File: src/rtl/adma_pkg.sv
// Shared types and helpers for the AXI DMA channel arbiter.
// Holds the arbiter state encoding and the channel-index width helper.
package adma_pkg;

   typedef enum logic [0:0] {
      ARB_IDLE  = 1'b0,
      ARB_GRANT = 1'b1
   } adma_arb_state_e;

   // Width of a channel index; never narrower than one bit
   function automatic int chn_id_w(input int chn_num);
      return (chn_num <= 1) ? 1 : $clog2(chn_num);
   endfunction

endpackage

File: src/rtl/adma_rr_pick.sv
// Rotating-priority picker: returns the first eligible channel scanning from ptr upward.
// Purely combinational; the owner of the scan pointer is the arbiter FSM.
module adma_rr_pick
   import adma_pkg::*;
#(
   parameter int DMA_CHN_NUM = 4,
   parameter int CHN_ID_W    = chn_id_w(DMA_CHN_NUM)
) (
   input  logic [DMA_CHN_NUM-1:0] elig,
   input  logic [CHN_ID_W-1:0]    ptr,
   output logic                   pick_vld,
   output logic [CHN_ID_W-1:0]    pick_idx
);

   logic                pick_vld_s;
   logic [CHN_ID_W-1:0] pick_idx_s;
   int                  idx_s;

   // Scan from the farthest offset down so the nearest eligible channel wins
   always_comb begin
      pick_vld_s = 1'b0;
      pick_idx_s = '0;
      idx_s      = 0;
      for (int i = DMA_CHN_NUM - 1; i >= 0; i--) begin
         idx_s = (int'(ptr) + i) % DMA_CHN_NUM;
         if (elig[CHN_ID_W'(idx_s)]) begin
            pick_vld_s = 1'b1;
            pick_idx_s = CHN_ID_W'(idx_s);
         end else begin
            pick_vld_s = pick_vld_s;
            pick_idx_s = pick_idx_s;
         end
      end
   end

   assign pick_vld = pick_vld_s;
   assign pick_idx = pick_idx_s;

endmodule

File: src/rtl/adma_chn_arb.sv
// Weighted round-robin arbiter sharing the AXI4 master datapath between DMA channels.
// A granted channel may issue up to its weight in bursts before ownership rotates.
module adma_chn_arb
   import adma_pkg::*;
#(
   parameter  int DMA_CHN_NUM   = 4,
   parameter  int DMA_CHN_ARB_W = 3,
   localparam int CHN_ID_W      = chn_id_w(DMA_CHN_NUM)
) (
   input  logic                     aclk,
   input  logic                     aresetn,
   input  logic                     dma_en_i,
   input  logic                     chn_ctrl_en_i  [0:DMA_CHN_NUM-1],
   input  logic [DMA_CHN_ARB_W-1:0] chn_arb_rate_i [0:DMA_CHN_NUM-1],
   input  logic                     chn_req_i      [0:DMA_CHN_NUM-1],
   output logic                     grant_vld_o,
   output logic [CHN_ID_W-1:0]      grant_chn_o,
   input  logic                     grant_rdy_i,
   output logic                     arb_busy_o
);

   adma_arb_state_e          state_r, state_nxt_s;
   logic [CHN_ID_W-1:0]      ptr_r, ptr_nxt_s;
   logic [CHN_ID_W-1:0]      owner_r, owner_nxt_s;
   logic [DMA_CHN_ARB_W-1:0] credit_r, credit_nxt_s;
   logic                     grant_vld_r;
   logic                     arb_busy_r;

   logic [DMA_CHN_NUM-1:0]   elig_s;
   logic                     pick_vld_s;
   logic [CHN_ID_W-1:0]      pick_idx_s;
   logic [DMA_CHN_ARB_W-1:0] rate_pick_s;
   logic [DMA_CHN_ARB_W-1:0] weight_s;
   logic [CHN_ID_W-1:0]      owner_inc_s;
   logic                     hs_s;
   logic                     release_s;

   // Per-channel eligibility from global enable, channel enable and request
   always_comb begin
      elig_s = '0;
      for (int c = 0; c < DMA_CHN_NUM; c++) begin
         elig_s[c] = dma_en_i & chn_ctrl_en_i[c] & chn_req_i[c];
      end
   end

   adma_rr_pick #(
      .DMA_CHN_NUM (DMA_CHN_NUM),
      .CHN_ID_W    (CHN_ID_W)
   ) u_pick (
      .elig     (elig_s),
      .ptr      (ptr_r),
      .pick_vld (pick_vld_s),
      .pick_idx (pick_idx_s)
   );

   // A programmed rate of zero still grants one burst
   assign rate_pick_s = chn_arb_rate_i[pick_idx_s];
   assign weight_s    = (rate_pick_s == '0) ? DMA_CHN_ARB_W'(1) : rate_pick_s;
   assign owner_inc_s = (owner_r == CHN_ID_W'(DMA_CHN_NUM - 1)) ? '0 : owner_r + CHN_ID_W'(1);
   assign hs_s        = grant_vld_r & grant_rdy_i;
   // Release on the last credit or when the owner stops being eligible; a same-cycle burst still counts
   assign release_s   = (hs_s & (credit_r == DMA_CHN_ARB_W'(1))) | ~elig_s[owner_r];

   // Next-state and datapath decisions for the arbiter FSM
   always_comb begin
      state_nxt_s  = state_r;
      ptr_nxt_s    = ptr_r;
      owner_nxt_s  = owner_r;
      credit_nxt_s = credit_r;
      case (state_r)
         ARB_IDLE: begin
            if (pick_vld_s) begin
               owner_nxt_s  = pick_idx_s;
               credit_nxt_s = weight_s;
               state_nxt_s  = ARB_GRANT;
            end else begin
               state_nxt_s  = ARB_IDLE;
            end
         end
         ARB_GRANT: begin
            if (release_s) begin
               ptr_nxt_s    = owner_inc_s;
               credit_nxt_s = '0;
               state_nxt_s  = ARB_IDLE;
            end else if (hs_s) begin
               credit_nxt_s = credit_r - DMA_CHN_ARB_W'(1);
               state_nxt_s  = ARB_GRANT;
            end else begin
               state_nxt_s  = ARB_GRANT;
            end
         end
         default: begin
            state_nxt_s  = ARB_IDLE;
            credit_nxt_s = '0;
         end
      endcase
   end

   // State, pointer, credit and registered grant outputs
   always_ff @(posedge aclk or negedge aresetn) begin
      if (!aresetn) begin
         state_r     <= ARB_IDLE;
         ptr_r       <= '0;
         owner_r     <= '0;
         credit_r    <= '0;
         grant_vld_r <= 1'b0;
         arb_busy_r  <= 1'b0;
      end else begin
         state_r     <= state_nxt_s;
         ptr_r       <= ptr_nxt_s;
         owner_r     <= owner_nxt_s;
         credit_r    <= credit_nxt_s;
         grant_vld_r <= (state_nxt_s == ARB_GRANT);
         arb_busy_r  <= (state_nxt_s == ARB_GRANT);
      end
   end

   assign grant_vld_o = grant_vld_r;
   assign arb_busy_o  = arb_busy_r;
   assign grant_chn_o = owner_r;

endmodule

File: config.mk
export PLATFORM = sky130hd
export DESIGN_NAME = adma_chn_arb
export DESIGN_NICKNAME = d
export VERILOG_FILES = /design/src/rtl/adma_pkg.sv /design/src/rtl/adma_rr_pick.sv /design/src/rtl/adma_chn_arb.sv
export SDC_FILE = /design/constraint.sdc
export NUM_CORES = 1
export LEC_CHECK = 0
export CAP_MARGIN = 20
export CORE_MARGIN = 3
export CORE_UTILIZATION = 35
export DETAILED_ROUTE_END_ITERATION = 7
export PLACE_DENSITY = 0.68
export SYNTH_ARGS = -nofsm -noshare
export SYNTH_HDL_FRONTEND = slang
export SYNTH_SLANG_ARGS = --single-unit
File: constraint.sdc
create_clock -name aclk -period 3.2 [get_ports aclk]
set_input_delay 0.64 -clock aclk [delete_from_list [all_inputs] [get_ports aclk]]
set_output_delay 0.64 -clock aclk [all_outputs]
set_load 0.005 [all_outputs]
==> flow_metrics.py <==
metrics = {
    "status": {
        "status": "complete, no violations",
    },
    "finish": {
        "nets": 123,
        "synthToLayoutAreaGrowth_pct": 47.4,
        "num_antenna_cells": 0,
        "drive_above_1_share_pct": 18.1,
        "layout_common_cells": "clkdlybuf4s50_1, dfrtp_1, nand2_1, inv_1, o21ai_0",
        "final_common_cell": "clkdlybuf4s50_1",
    },
    "timing": {
        "timing.final.crit_share_pct": 81.7,
        "hold_viol_final": 0,
        "final.min_clock_period_ns": 2.61,
        "worstMarginPinSlew_ns": 0.573,
        "setup_viol": 0,
        "rsz0062_at_grt": "no",
        "layout_setup_ws_ns": 0.586,
        "drv_slew": 0,
        "fin_skew_ns": 0.0118,
        "relSlewSlack_pct": 61.8,
        "fmax_ghz": 0.383,
        "fin_tns_setup_ns": 0,
    },
    "cts": {
        "clk-insertion-delay-late_ns": 0.26,
        "clk_path_buf_depth": 2,
        "ctsHoldBuffers": 0,
        "post_cts_resized": 0,
        "htreeDepth": 1,
        "cts_made_buffers": 3,
        "cts_tree": "built",
        "cts.sinks": 8,
        "worst_setup_hold_path_clk_slew_ns": 0.06,
        "post_cts_buffers": 0,
        "clockRootBuffer": "clkbuf_4",
    },
    "placed_design": {
        "gp_congestion": 0.732,
        "io_buffers": 27,
        "pre_cts_ws_ns": 0.282,
        "dp_hpwl_um": 1250,
    },
    "routing": {
        "wire_per_inst_um": 12.2,
        "antenna_left": 0,
        "via_per_inst": 5.13,
        "first_pass_iters": 2,
        "num_vias": 610,
        "finalWirelength_um": 1460,
        "first_iter_violations": 8,
        "route.detailed.drc": 0,
    },
    "logic_synthesis": {
        "yosysSeqAreaShare_pct": 30.0,
        "netlist_area_sq_um": 668,
        "synth_area_per_cell_sq_um": 10.3,
        "ys_types": 32,
        "synth_top_area_share_pct": 30.0,
        "synth.area.top_cells": "dfrtp_1, mux4_2, ha_1",
        "syn-num-nets": 92,
        "synth_cells": 65,
        "yosysWarnings": 0,
        "yosysTopAreaCell": "dfrtp_1",
        "ys_seq_elements": 8,
    },
    "floorplanning": {
        "die_y_um": 49.7,
        "start_util_pct": 37.9,
        "pin_count": 28,
        "core_sq_mm": 0.00176,
        "dieArea_sq_mm": 0.00247,
        "die_w_um": 49.7,
        "rows": 15,
    },
    "power": {
        "p_per_area_mw_per_mm2": 590,
        "peakVddDrop_uv": 446,
        "p_leak_nw": 0.398,
    },
    "worst_setup_path": {
        "r2r-start": "ptr_r[1]",
        "required_ns": 3.36,
        "path_max_fanout": 6,
        "path_class": "input pin to flop",
        "endpoint": "credit_r[0]",
        "worst_setup_path_end_kind": "flop",
        "reg2reg_slack_ns": 1.13,
        "timing.rr.end": "credit_r[0]",
        "arrival_ns": 2.77,
        "crit_start": "chn_req_i[0]",
        "ff2ff_path_depth": 6,
        "cp-start-kind": "input pin",
    },
    "grt": {
        "grt_pass1_vias": 583,
        "grt_pass1_wl_um": 2500,
        "grt_max_degree": 11,
        "overflow": 0,
        "track_usage_pct": 13.3,
        "grt_antenna_before_repair": 0,
    },
    "min_path": {
        "hp-start": "ptr_r[0]",
        "hold_class": "flop to flop",
    },
    "flow_run": {
        "max_cap_violations": 0,
    },
}
==> per-layer routing <==
layer / vias to the layer above / GRT usage [%] / part of all wire (%)
met5: - / 0 / 0
met2: 15 / 21.8 / 51
met3: 2 / 6.65 / 6.5
li1: 307 / - / -
met1: 286 / 15.0 / 41
met4: 0 / 4.15 / 0.69
==> power breakdown <==
part / leakage (nW) / internal, mW / total [mW] / switching [mW]
Combinational: 0.284 / 0.180 / 0.294 / 0.114
Sequential: 0.100 / 0.151 / 0.210 / 0.0593
Clock: 0.0138 / 0.0429 / 0.0774 / 0.0344
==> flip-flops by register name, summed over array words and instances (netlist names) <==
| name | flops |
|---|---|
| credit_r | 3 |
| grant_chn_o | 2 |
| ptr_r | 2 |
| arb_busy_o | 1 |
==> cell usage after synthesis, drive strengths merged <==
| library cell | n |
|---|---|
| a211o | 1 |
| a21boi | 1 |
| a21oi | 4 |
| a221oi | 2 |
| a31oi | 1 |
| and2 | 4 |
| and4 | 1 |
| and4b | 1 |
| buf | 1 |
| dfrtp | 8 |
| ha | 3 |
| inv | 4 |
| mux2 | 3 |
| mux4 | 4 |
| nand2 | 5 |
| nand2b | 3 |
| nand3 | 3 |
| nand4b | 1 |
| nor2 | 3 |
| nor2b | 1 |
| nor3b | 1 |
| o21ai | 7 |
| o31ai | 1 |
| or2 | 1 |
| or4 | 1 |
==> layout make-up <==
| cell class | count | area [sq um] |
|---|---|---|
| multi-input cells | 52 | 445 |
| repair buffers | 27 | 270 |
| flip-flops and latches | 8 | 200 |
| clock buffers | 3 | 22.5 |
| well taps | 25 | 31.3 |
| fillers | 188 | 779 |
| inverters | 4 | 15.0 |
==> logic make-up after synthesis <==
group | Yosys count | share of synthesized area [%]
muxes | 7 | 19.1
and+or+nand+nor | 25 | 23.2
DFF | 8 | 30.0
buffers and inverters | 5 | 3.37
AOI/OAI and AO/OA | 17 | 18.7
adders and majority gates | 3 | 5.62
==> worst max-delay path: stages <==
cell	delay [ns]
clkdlybuf4s50_1	0.45
and2_4	0.17
o21ai_0	0.08
a221oi_1	0.55
mux4_2	0.40
or2_0	0.23
a221oi_1	0.25
==> through the flow <==
stage               cells  cell area (sq um)  hold slack, ns  power (mW)  util (%)
floorplan              65                668           0.344       0.393         -
global placement      116                962           0.481       0.503      54.5
detailed placement    116                962           0.481       0.511      54.5
CTS                   119                985           0.492       0.592      55.8
global route          119                985           0.557       0.639      55.8
finish                119                985           0.489       0.581      55.8
==> worst min-delay path by stage <==
| stage | endpoint | slack, ns | cells after the start |
|---|---|---|---|
| floorplan | arb_busy_o | 0.34 | 0 |
| global placement | ptr_r[0] | 0.48 | 2 |
| detailed placement | ptr_r[0] | 0.48 | 2 |
| CTS | ptr_r[0] | 0.49 | 2 |
| global route | ptr_r[0] | 0.56 | 2 |
| finish | ptr_r[0] | 0.49 | 2 |
Note: power is estimated with default switching activity, not from simulation.
